===== src/rtl/mips_pkg.sv =====
// rtl/mips_pkg.sv - shared MIPS pipeline types for the branch redirect unit
// Purpose: branch redirect FSM state encoding and the legal delay-slot counts.
// Ports:   none (package).
package mips_pkg;

  typedef enum logic [1:0] {
    IDLE    = 2'd0,
    WAIT_DS = 2'd1,
    HOLD    = 2'd2
  } br_state_t;

  // Only "no delay slot" and "one delay slot" are meaningful for this pipeline.
  localparam int DS_SLOTS_NONE = 0;
  localparam int DS_SLOTS_ONE  = 1;

endpackage


===== src/rtl/br_stat_cnt.sv =====
// rtl/br_stat_cnt.sv - taken / not-taken branch statistics counters
// Purpose: two free-running counters that wrap at 2^CNT_W.
// Ports:   clk, rst_n (async active-low)
//          inc_taken, inc_ntaken    one-cycle increment strobes (mutually exclusive)
//          stat_taken, stat_ntaken  current counts
module br_stat_cnt #(
  parameter int CNT_W = 32
) (
  input  logic             clk,
  input  logic             rst_n,
  input  logic             inc_taken,
  input  logic             inc_ntaken,
  output logic [CNT_W-1:0] stat_taken,
  output logic [CNT_W-1:0] stat_ntaken
);

  always_ff @(posedge clk or negedge rst_n) begin
    if (!rst_n) begin
      stat_taken  <= '0;
      stat_ntaken <= '0;
    end else begin
      if (inc_taken)  stat_taken  <= stat_taken + 1'b1;
      if (inc_ntaken) stat_ntaken <= stat_ntaken + 1'b1;
    end
  end

endmodule


===== src/rtl/branch_redirect.sv =====
// rtl/branch_redirect.sv - ID-stage branch outcome to IF-stage PC redirect
// Purpose: turns a resolved taken branch into one PC redirect offered to IF,
//          waiting DS_SLOTS delay-slot fetches first, holding it across IF
//          stalls and stalling ID (br_busy) while it is outstanding.
//          Optional statistics counters are built when BR_STAT_EN is defined;
//          otherwise stat_taken/stat_ntaken read 0.
// Ports:   clk, rst_n (async active-low)
//          br_valid, br_taken, br_target   resolved branch from ID
//          if_fetch                        IF fetched an instruction (delay slot)
//          if_ready                        IF accepts the redirect this cycle
//          flush                           cancel any pending redirect
//          redirect_valid, redirect_pc     redirect offered to IF
//          br_busy                         stall ID
//          stat_taken, stat_ntaken         branch statistics
module branch_redirect
  import mips_pkg::*;
#(
  parameter int AW       = 32,
  parameter int DS_SLOTS = 1,
  parameter int CNT_W    = 32
) (
  input  logic             clk,
  input  logic             rst_n,
  input  logic             br_valid,
  input  logic             br_taken,
  input  logic [AW-1:0]    br_target,
  input  logic             if_fetch,
  input  logic             if_ready,
  input  logic             flush,
  output logic             redirect_valid,
  output logic [AW-1:0]    redirect_pc,
  output logic             br_busy,
  output logic [CNT_W-1:0] stat_taken,
  output logic [CNT_W-1:0] stat_ntaken
);

  br_state_t     state, state_nxt;
  logic [AW-1:0] target_q;
  logic          accept;

  // A branch is only taken in while idle; a flush in the same cycle discards it.
  assign accept = br_valid && (state == IDLE) && !flush;

  always_ff @(posedge clk or negedge rst_n) begin
    if (!rst_n) state <= IDLE;
    else        state <= state_nxt;
  end

  always_comb begin
    state_nxt = state;
    case (state)
      IDLE:    if (br_valid && br_taken)
                 state_nxt = (DS_SLOTS == DS_SLOTS_ONE) ? WAIT_DS : HOLD;
      WAIT_DS: if (if_fetch) state_nxt = HOLD;
      HOLD:    if (if_ready) state_nxt = IDLE;   // if_fetch is irrelevant here
      default: state_nxt = IDLE;
    endcase
    if (flush) state_nxt = IDLE;
  end

  // The target is kept after the redirect completes; only reset clears it.
  always_ff @(posedge clk or negedge rst_n) begin
    if (!rst_n)                  target_q <= '0;
    else if (accept && br_taken) target_q <= br_target;
  end

  assign redirect_valid = (state == HOLD);
  assign redirect_pc    = target_q;
  assign br_busy        = (state != IDLE);

`ifdef BR_STAT_EN
  br_stat_cnt #(
    .CNT_W (CNT_W)
  ) u_stat (
    .clk         (clk),
    .rst_n       (rst_n),
    .inc_taken   (accept && br_taken),
    .inc_ntaken  (accept && !br_taken),
    .stat_taken  (stat_taken),
    .stat_ntaken (stat_ntaken)
  );
`else
  assign stat_taken  = '0;
  assign stat_ntaken = '0;
`endif

endmodule

===== config.mk =====
export PLATFORM = sky130hd
export DESIGN_NAME = branch_redirect
export DESIGN_NICKNAME = d
export VERILOG_FILES = /design/src/rtl/mips_pkg.sv /design/src/rtl/br_stat_cnt.sv /design/src/rtl/branch_redirect.sv
export SDC_FILE = /design/constraint.sdc
export NUM_CORES = 1
export LEC_CHECK = 0
export ABC_AREA = 1
export CAP_MARGIN = 10
export CORE_ASPECT_RATIO = 0.75
export CORE_MARGIN = 2
export CORE_UTILIZATION = 35
export DETAILED_ROUTE_END_ITERATION = 12
export PLACE_DENSITY_LB_ADDON = 0.08
export RECOVER_POWER = 100
export SLEW_MARGIN = 20
export SYNTH_ARGS = -nofsm -noshare
export SYNTH_HDL_FRONTEND = slang
export SYNTH_HIERARCHICAL = 1
export SYNTH_SLANG_ARGS = --single-unit

===== constraint.sdc =====
create_clock -name clk -period 1.4 [get_ports clk]
set_clock_uncertainty 0.15 [all_clocks]
set_input_delay 0.21 -clock clk [delete_from_list [all_inputs] [get_ports clk]]
set_output_delay 0.21 -clock clk [all_outputs]
set_load 0.05 [all_outputs]

# After elaboration in Yosys (flattened, before gate mapping)
# Index checks and enable logic that the tools add are counted.
[classes] eq_ne=5 muxes=5 reduce_logical=8
[op_table] cell="2-to-1 mux 2 bit" n=4
[op_table] cell="inequality test 3 bit (second input constant)" n=2
[op_table] cell="one-hot mux 2 bit (3 select lines)" n=1
[op_table] cell="logical AND 1 bit" n=4
[op_table] cell="inequality test 3 x 2 -> 1 bit (second input constant)" n=1
[op_table] cell="AND reduction 3 bit" n=1
[op_table] cell="== test 2 x 1 -> 1 bit (second input constant)" n=1
[op_table] cell="== test 2 bit (second input constant)" n=1
[op_table] cell="logical NOT 2 bit" n=1
[op_table] cell="nonzero test 2 bit" n=1
[op_table] cell="logical NOT 1 bit" n=1
[totals] ff_bits=34 input_bits=39 out_inout_bits=98 wordCells=20

# Depth between registers and ports, before layout
# Gate-level depths: netlist of the first run.
[depth] ltp_word=4 ltp_mapped=6 depth_no_buf=5

# Worst setup path after synthesis of the first run
# OpenSTA, ideal clock, no wires.
[synth_path] path_type="register to register" start="register state[1]" end="register state[1]" setup_ns=0.119 arrival_ns=1.424 setup_slack_ns=-0.293 stages_incl_launch_ff=6 n_path_buf=0 path_cell_list="dfrtp_1 > inv_1 > nor2_1 > nand2_1 > nand4_1 > nand2_1"
[synth_between] elab_chain_len=3
[synth_lines] item="from (decl)" line="branch_redirect.sv:37" rtl="br_state_t state, state_nxt;"
[synth_lines] item="from (signal assigned)" line="branch_redirect.sv:46" rtl="else state <= state_nxt;"
[synth_lines] item="== test 2 bit *"
[synth_lines] item="named net redirect_valid" line="branch_redirect.sv:30" rtl="output logic redirect_valid,"
[synth_lines] item="inequality test 3 bit (no source line) or one-hot mux 2 bit (3 select lines) (tied branches)"
[synth_lines] item="AND reduction 3 bit (no source line) or 2-to-1 mux 2 bit (tied branches)"
# Mark *: on every way through the listed nets, which the timed path passes. The rest lies on a longest branch.
# A chain may end at the register's enable or synchronous reset.

# Worst setup path in the final report of the first run
[layout_path] start="register state[0]" end="output port redirect_valid"
[layout_between] elab_chain_len=1
[layout_lines] item="== test 2 bit" line="branch_redirect.sv:67" rtl="assign redirect_valid = (state == HOLD);"
[layout_lines] item="to (decl)" line="branch_redirect.sv:30"
# No other way between the ends.

==> results_dict.tcl, run 1 <==
set metrics [dict create \
    drive_above_1_share_pct 29.6 \
    crit_chain "buf_6 -> nor2_4 -> buf_12" \
    grt_overflow 0 \
    row_count 23 \
    synth-seq-cells 34 \
    die_area_sq_um 6260 \
    dr.pass1.iters 4 \
    clockRootBuffer "clkbuf_8" \
    critPathSlowestCell "dfrtp_1" \
    startpoint "state[0]$_DFFE_PN0P_" \
    hp-start "br_target[13]" \
    dr.first_iter.drc_count 40 \
    hold_viol_final 0 \
    avgRoutedWirePerCell_um 10.0 \
    cts.sinks 34 \
    wirelength_um 3740 \
    violations "setup timing" \
    start_kind "flop" \
    seq_area_frac_synth_pct 43.1 \
    htreeDepth 2 \
    area_growth_pct 29.7 \
    antenna_found_initial 0 \
    cts_max_path_buffers 2 \
    seqPwrFrac_pct 34.0 \
    p_int_mw 1.95 \
    grt_pass1_wl_um 6000 \
    cts_tree "yes" \
    pwr-share-clk_pct 19.9 \
    critPathKind "flop to primary output" \
    die_w_um 90.7 \
    p_sw_mw 1.79 \
    clkLatencyLatePin_ps 280 \
    outcome "complete, but fails checks" \
    ir_drop_uv 615 \
    hold_path.class "input pin to flop" \
    finalCriticalPeriod_ps 1430 \
    slew_violations 0 \
    die_y_um 69.0 \
    first_global_vias 1197 \
    clk_pin_slew_ps 70 \
    cts_buffers 5 \
    yosysWarnings 6 \
    avgSynthCellArea_sq_um 9.10 \
    grt_max_degree 35 \
    crit_arrival_ps 1070 \
    worstPathMaxFanout 2 \
    drtAntennaViolNets 0 \
    grt_use_total_pct 12.2 \
    fmax_mhz 697 \
    p_comb_share_pct 46.0 \
    placed_area_sq_um 2900 \
    n_antenna_cell 0 \
    synth_area_sq_um 1970 \
    power.density_nw_per_um2 1460 \
    fin_crit_sh_pct 102 \
    synth_cells 217 \
    final_cell_area_sq_um 2560 \
    r2r_start "state[1]$_DFFE_PN0P_" \
    initial_core_util_pct 36.7 \
    final_core_util_pct 47.6 \
    required_ps 1040 \
    max_stage_delay_ps 410 \
    port_buffers 72 \
    finalWorstSetupSlack_ps -34.3 \
    whs_ps 316 \
    crit_path_end_kind "primary output" \
    route.detailed.drc 0 \
    ioPinCount 137 \
    rsz0062_at_grt "yes" \
    hpwl_um 2830 \
    synth_cell_type_count 15 \
    setup_viol 1 \
    leakagePower_nw 1.41 \
    switching_share_pct 47.9 \
    vias 1359 \
    place_congestion 0.715 \
    fin_nets 335 \
    via_per_inst 3.65 \
    coreArea_sq_um 5380 \
    max_cap_viol_count 0 \
]
-- synthesized netlist by cell type, drive strengths merged --
cell type,instances,area share [%]
buf,70,28
nand2,36,6.8
inv,35,6.7
dfrtp,34,43
o21ai,32,12
nor2,4,1.1
nand4,2,0.95
clkbuf,1,0.25
conb,1,0.19
nand3,1,0.25
o31ai,1,0.38
-- area by class of cell --
type | count | area [sq um]
Tap cell | 75 | 93.8
Fill cell | 565 | 2820
Clock inverter | 1 | 5.00
Multi-Input combinational cell | 140 | 723
Inverter | 35 | 131
Sequential cell | 34 | 851
Timing Repair Buffer | 80 | 671
Clock buffer | 7 | 86.3
-- sequential cells by signal, summed over array words and instances, names as in the netlist --
signal,flops
state,2
redirect_pc,32
-- cells by family after synthesis --
group	after synthesis	synth area share (%)
buffers and inverters	106	34.7
other	1	0.190
DFF	34	43.1
and+or+nand+nor	43	9.19
AOI/OAI and AO/OA	33	12.9
-- metal layers --
metal	routed length [um]	share of wire, %	global-route usage (%)
met2	1610	43	17.1
met5	0	0	0
met3	392	10	6.12
met1	1670	45	16.4
met4	55	1.5	4.10
-- power by group through the flow --
| stage | clock [mW] | combinational [mW] | sequential [mW] |
|---|---|---|---|
| 2_1_floorplan | 0 | 0.789 | 1.93 |
| 3_3_place_gp | 0 | 2.27 | 1.38 |
| 3_5_place_dp | 0 | 2.28 | 1.39 |
| 4_1_cts | 0.778 | 2.29 | 1.37 |
| 5_1_grt | 0.835 | 1.81 | 1.30 |
| 6_report | 0.745 | 1.72 | 1.27 |
-- final timing paths --
check | slack (ps) | endpoint | cells after the start
max | -30 | redirect_valid | 3
max in group asynchronous | 380 | redirect_pc[12]$_DFFE_PN0P_ | 3
max reg2reg | 40 | redirect_pc[3]$_DFFE_PN0P_ | 6
min in group asynchronous | 390 | state[1]$_DFFE_PN0P_ | 3
min | 320 | redirect_pc[13]$_DFFE_PN0P_ | 3
min reg2reg | 330 | redirect_pc[20]$_DFFE_PN0P_ | 2
-- critical path, delay by kind of cell, from the launching register on --
kind          cells  cell delay (ps)
buf+inv           2              270
flops             1              410
simple gates      1              100
-- cells in the final DEF, fill, tap and decap left out, types with 2 or more instances in the layout --
cell type        count
nand2_1             25
clkdlybuf4s50_1     37
nand2_2             11
o21ai_2             24
buf_4                2
inv_1               34
nor2_4               2
buf_12               4
dfrtp_1             34
conb_1              64
o21ai_1              8
buf_6                2
nor2_1               2
clkbuf_8             6
buf_2                4
clkbuf_2            29
-- through the flow --
| stage | total power [mW] | setup WS, ps | instances | setup TNS [ps] |
|---|---|---|---|---|
| 6_report | 3.74 | -34.3 | 372 | -34.3 |
| 5_1_grt | 3.94 | -75.2 | 372 | -634 |
| 4_1_cts | 4.43 | -50.9 | 372 | -50.9 |
| 3_5_place_dp | 3.66 | -113 | 361 | -3190 |
| 3_3_place_gp | 3.65 | -97.2 | 361 | -2910 |
| 2_1_floorplan | 2.72 | 91.2 | 280 | 0 |
-- what timing repair did --
item | in CTS | in global routing
endpoints found under the hold margin | 34 | 0
hold buffers | 1 | 0
setup buffers | 2 | 0
setup endpoints to repair | 2 | 30
gates resized for setup | 1 | 14
pin swaps | 2 | 0
Power figures use the tool's default switching activity.
==> run 2: changes to the inputs <==
--- a/config.mk
+++ b/config.mk
@@ -13,6 +13,7 @@
 export DETAILED_ROUTE_END_ITERATION = 12
 export PLACE_DENSITY_LB_ADDON = 0.08
 export RECOVER_POWER = 100
+export SKIP_CTS_REPAIR_TIMING = 1
 export SLEW_MARGIN = 20
 export SYNTH_ARGS = -nofsm -noshare
 export SYNTH_HDL_FRONTEND = slang
==> run 2 against run 1 <==
The run still ends with setup timing left. Sequential share of layout area shrank 0.68 points. Worst setup slack got worse by 2.9 ps. Count of clock-buffer cells in the layout unchanged. Non-clock buffer count did not move. First-iteration DRC count grew 10%. Hold slack about the same. Die area unchanged. Largest cell class unchanged.
==> results_dict.tcl, run 2 (synthesized netlist as in run 1, its figures left out) <==
set metrics [dict create \
    grt_pass1_wl_um 5950 \
    crit_arrival_ps 1080 \
    largest_reg_flops 32 \
    rr_worst_depth 6 \
    pwr-share-clk_pct 19.4 \
    fin_crit_sh_pct 103 \
    p_int_mw 2.01 \
    critPathSlowestCell "dfrtp_1" \
    drive_above_1_share_pct 29.0 \
    avgRoutedWirePerCell_um 10.0 \
    n_antenna_cell 0 \
    crit_path_end_kind "primary output" \
    hold_end "redirect_pc[13]$_DFFE_PN0P_" \
    p_sw_mw 1.79 \
    startpoint "state[0]$_DFFE_PN0P_" \
    cts_max_path_buffers 2 \
    ioPinCount 137 \
    max_stage_delay_ps 410 \
    cts_tree "yes" \
    clockRootBuffer "clkbuf_8" \
    vias 1346 \
    outcome "complete, but fails checks" \
    antenna_found_initial 0 \
    start_kind "flop" \
    row_count 23 \
    reg2reg_setup_slack_ps 30 \
    die_y_um 69.0 \
    cts_buffers 5 \
    setup_viol 1 \
    hp-start "br_target[13]" \
    drtAntennaViolNets 0 \
    grt_overflow 0 \
    dpl.cell_count 361 \
    cts.sinks 34 \
    grt_max_degree 35 \
    mostFrequentLayoutCells "64 x conb_1, 37 x clkdlybuf4s50_1, 34 x inv_1, 34 x dfrtp_1, 28 x clkbuf_2" \
    initial_core_util_pct 36.7 \
    worstPathMaxFanout 2 \
    dr.pass1.iters 3 \
    route.detailed.drc 0 \
    p_comb_share_pct 46.9 \
    crit_chain "buf_6 -> nor2_4 -> buf_12" \
    min_path_cells 3 \
    switching_share_pct 47.1 \
    area_growth_pct 32.4 \
    hpwl_um 2830 \
    fmax_mhz 696 \
    via_per_inst 3.62 \
    layout_commonest_cell "conb_1" \
    critPathKind "flop to primary output" \
    ir_drop_uv 611 \
    grt_use_total_pct 12.2 \
    wirelength_um 3730 \
    r2r_end "redirect_pc[1]$_DFFE_PN0P_" \
    r2r_start "state[1]$_DFFE_PN0P_" \
    power.density_nw_per_um2 1460 \
    final_cell_area_sq_um 2620 \
    instances_no_fill 372 \
    die_w_um 90.7 \
    violations "setup timing" \
    placed_area_sq_um 2900 \
    dr.first_iter.drc_count 44 \
    leakagePower_nw 1.43 \
    fin_nets 335 \
    clkLatencyLatePin_ps 280 \
    required_ps 1040 \
    port_buffers 72 \
    finalCriticalPeriod_ps 1440 \
    coreArea_sq_um 5380 \
    clk_pin_slew_ps 60 \
    max_cap_viol_count 0 \
    htreeDepth 2 \
    place_congestion 0.715 \
    hold_viol_final 0 \
    die_area_sq_um 6260 \
    rsz0062_at_grt "yes" \
    hold_path.class "input pin to flop" \
    finalWorstSetupSlack_ps -37.2 \
    whs_ps 315 \
    seqPwrFrac_pct 33.7 \
    first_global_vias 1183 \
    slew_violations 0 \
]
run 2: cell types whose count changed in the layout (fill, tap and decap cells not counted), sizes merged:
cell,before,now
clkbuf,37,36
buf,12,13
run 2: final cells by class:
class | count | area [sq um]
Fill cell | 560 | 2770
Sequential cell | 34 | 851
Multi-Input combinational cell | 140 | 717
Inverter | 35 | 131
Clock inverter | 1 | 5.00
Clock buffer | 7 | 86.3
Timing Repair Buffer | 80 | 731
Tap cell | 75 | 93.8
run 2: worst max-delay path, delay by kind of cell, from the launching register on:
family | cells | cell delay, ps
buf+inv | 2 | 290
flops | 1 | 410
simple gates | 1 | 110
run 2: power groups by stage:
stage	logic (mW)	clock network (mW)	registers [mW]
floorplan	0.789	0	1.93
global placement	2.27	0	1.38
detailed placement	2.28	0	1.39
CTS	2.28	0.778	1.37
global route	1.88	0.829	1.31
finish	1.78	0.738	1.28
run 2: layer usage:
layer	track usage (%)	share of wire, %	wire length (um)
met1	16.3	45	1680
met2	16.8	43	1600
met3	6.23	11	398
met4	4.10	1.5	55
met5	0	0	0
run 2: metrics by stage:
stage	util, %	TNS (ps)	setup WS (ps)	power, mW
finish	48.6	-37.2	-37.2	3.81
detailed placement	53.9	-3190	-113	3.66
floorplan	-	0	91.2	2.72
CTS	55.6	-158	-93.3	4.43
global route	48.6	-629	-68.2	4.02
global placement	53.9	-2910	-97.2	3.65
run 2: worst max path at each step:
stage	to	slack (ps)	cells past startpoint
floorplan	redirect_pc[0]$_DFFE_PN0P_	90	6
finish	redirect_valid	-40	3
CTS	redirect_valid	-90	3
global route	redirect_valid	-70	3
detailed placement	redirect_pc[29]$_DFFE_PN0P_	-110	5
global placement	redirect_pc[29]$_DFFE_PN0P_	-100	5
==> run 3: changes to the inputs <==
--- a/config.mk
+++ b/config.mk
@@ -10,7 +10,9 @@
 export CORE_ASPECT_RATIO = 0.75
 export CORE_MARGIN = 2
 export CORE_UTILIZATION = 35
+export CTS_CLUSTER_SIZE = 30
 export DETAILED_ROUTE_END_ITERATION = 12
+export DONT_BUFFER_PORTS = 1
 export PLACE_DENSITY_LB_ADDON = 0.08
 export RECOVER_POWER = 100
 export SKIP_CTS_REPAIR_TIMING = 1
==> run 3 against run 2 <==
The flow still finishes with violations (setup timing). Flip-flop and latch count stayed put. Largest power group is now sequential cells. Critical path depth did not move. Critical path type unchanged. Via count shrank 5.7%. First-iteration DRC count fell by 39%. Global-route usage is 2.1 points lower.
==> results_dict.tcl, run 3 (synthesized netlist as in run 1, its figures left out) <==
set metrics [dict create \
    cts_tree "yes" \
    crit_chain "buf_6 -> nor2_4 -> buf_6" \
    first_global_vias 942 \
    violations "setup timing" \
    leakagePower_nw 1.31 \
    final_cell_area_sq_um 2370 \
    coreArea_sq_um 5380 \
    cp_top_family "flip-flops" \
    clkLatencyLatePin_ps 270 \
    area_growth_pct 20.2 \
    ioPinCount 137 \
    max_cap_viol_count 0 \
    fin_crit_sh_pct 102 \
    start_kind "flop" \
    grt_use_total_pct 10.1 \
    p_sw_mw 1.72 \
    cts_max_path_buffers 2 \
    switching_share_pct 48.6 \
    relSlewSlack_pct 48.9 \
    route.detailed.drc 0 \
    avgRoutedWirePerCell_um 9.95 \
    required_ps 1040 \
    rsz0062_at_grt "yes" \
    htreeDepth 2 \
    setup_tns_ps -30.7 \
    place_ws_ps 83.5 \
    grt_max_degree 43 \
    tightest_slew_ps 767 \
    fmax_mhz 702 \
    die_w_um 90.7 \
    clockRootBuffer "clkbuf_8" \
    ir_drop_uv 488 \
    whs_ps 43.5 \
    grt_pass1_wl_um 4920 \
    initial_core_util_pct 36.7 \
    die_y_um 69.0 \
    n_antenna_cell 0 \
    worstPathMaxFanout 2 \
    hpwl_um 2410 \
    fillers 587 \
    outcome "complete, but fails checks" \
    critical_path_buf_inv_count 2 \
    largest_reg_flops 32 \
    placed_area_sq_um 1920 \
    setup_viol 5 \
    pwr-share-clk_pct 20.4 \
    critPathKind "flop to primary output" \
    antenna_found_initial 0 \
    fin_nets 312 \
    slew_violations 0 \
    hold_viol_final 0 \
    multi_input_area_sq_um 694 \
    clk_pin_slew_ps 60 \
    row_count 23 \
    p_total_mw 3.53 \
    register_area_sq_um 851 \
    vias 1269 \
    grt_overflow 0 \
    critPathSlowestCell "dfrtp_1" \
    cts.sinks 34 \
    die_area_sq_um 6260 \
    drtAntennaViolNets 0 \
    crit_path_end_kind "primary output" \
    power.density_nw_per_um2 1490 \
    cpMostUsedCell "buf_6" \
    wirelength_um 3470 \
    port_buffers 0 \
    via_per_inst 3.64 \
    hold_path.class "input pin to flop" \
    crit_arrival_ps 1060 \
    drive_above_1_share_pct 20.8 \
    mostFrequentLayoutCells "64 x conb_1, 36 x dlygate4sd3_1, 35 x nand2_1, 34 x dfrtp_1, 33 x inv_1" \
    finalCriticalPeriod_ps 1420 \
    max_stage_delay_ps 410 \
    dr.pass1.iters 3 \
    p_int_mw 1.82 \
    place_congestion 0.678 \
    p_comb_share_pct 32.9 \
    cts_buffers 5 \
    dr.first_iter.drc_count 27 \
    finalWorstSetupSlack_ps -24.9 \
    seqPwrFrac_pct 46.7 \
    layout_commonest_cell "conb_1" \
]
run 3: cell types whose count changed in the layout (fill, tap and decap cells not counted), sizes merged:
cell and delta:
buf -5, clkbuf -16, clkdlybuf4s50 -37, dlygate4sd3 +35
run 3: stage by stage:
step / instances / utilization, %
after detailed placement: 302 / 35.6
after floorplan: 280 / -
after global routing: 349 / 44.1
final: 349 / 44.1
after global placement: 302 / 35.6
after CTS: 310 / 37.3
run 3: worst register-to-register path, delay by kind of cell (launching register included):
kind            cells  cell delay (ps)
flops               1              420
buf+inv             2              330
compound gates      1               60
simple gates        3              340
run 3: path summary, 6_finish.rpt:
path	startpoint	endpoint	slack, ps	cells after the start
max reg2reg	state[1]$_DFFE_PN0P_	redirect_pc[27]$_DFFE_PN0P_	0	6
max in group asynchronous	rst_n	redirect_pc[17]$_DFFE_PN0P_	190	2
max	state[0]$_DFFE_PN0P_	redirect_valid	-20	3
min	br_taken	state[1]$_DFFE_PN0P_	40	4
min reg2reg	redirect_pc[9]$_DFFE_PN0P_	redirect_pc[9]$_DFFE_PN0P_	340	2
min in group asynchronous	rst_n	redirect_pc[6]$_DFFE_PN0P_	420	2
run 3: power by group through the flow:
| stage | logic, mW | registers, mW | clock network [mW] |
|---|---|---|---|
| CTS | 1.10 | 1.66 | 0.770 |
| global placement | 1.10 | 1.67 | 0 |
| detailed placement | 1.10 | 1.67 | 0 |
| floorplan | 0.789 | 1.93 | 0 |
| global route | 1.23 | 1.67 | 0.834 |
| finish | 1.16 | 1.65 | 0.722 |
run 3: layout make-up:
type                       instances  share of cell area (%)
clock buffer                       7                    3.64
clock inverter                     1                   0.211
inverter                          35                    5.54
multi-input combinational        140                    29.3
sequential                        34                    35.9
tap                               75                    3.96
timing repair buffer              57                    21.5
run 3: per-layer routing:
metal | GRT usage, % | wire (um)
met4 | 3.59 | 29
met3 | 6.23 | 354
met1 | 12.4 | 1470
met5 | 0 | 0
met2 | 14.4 | 1620
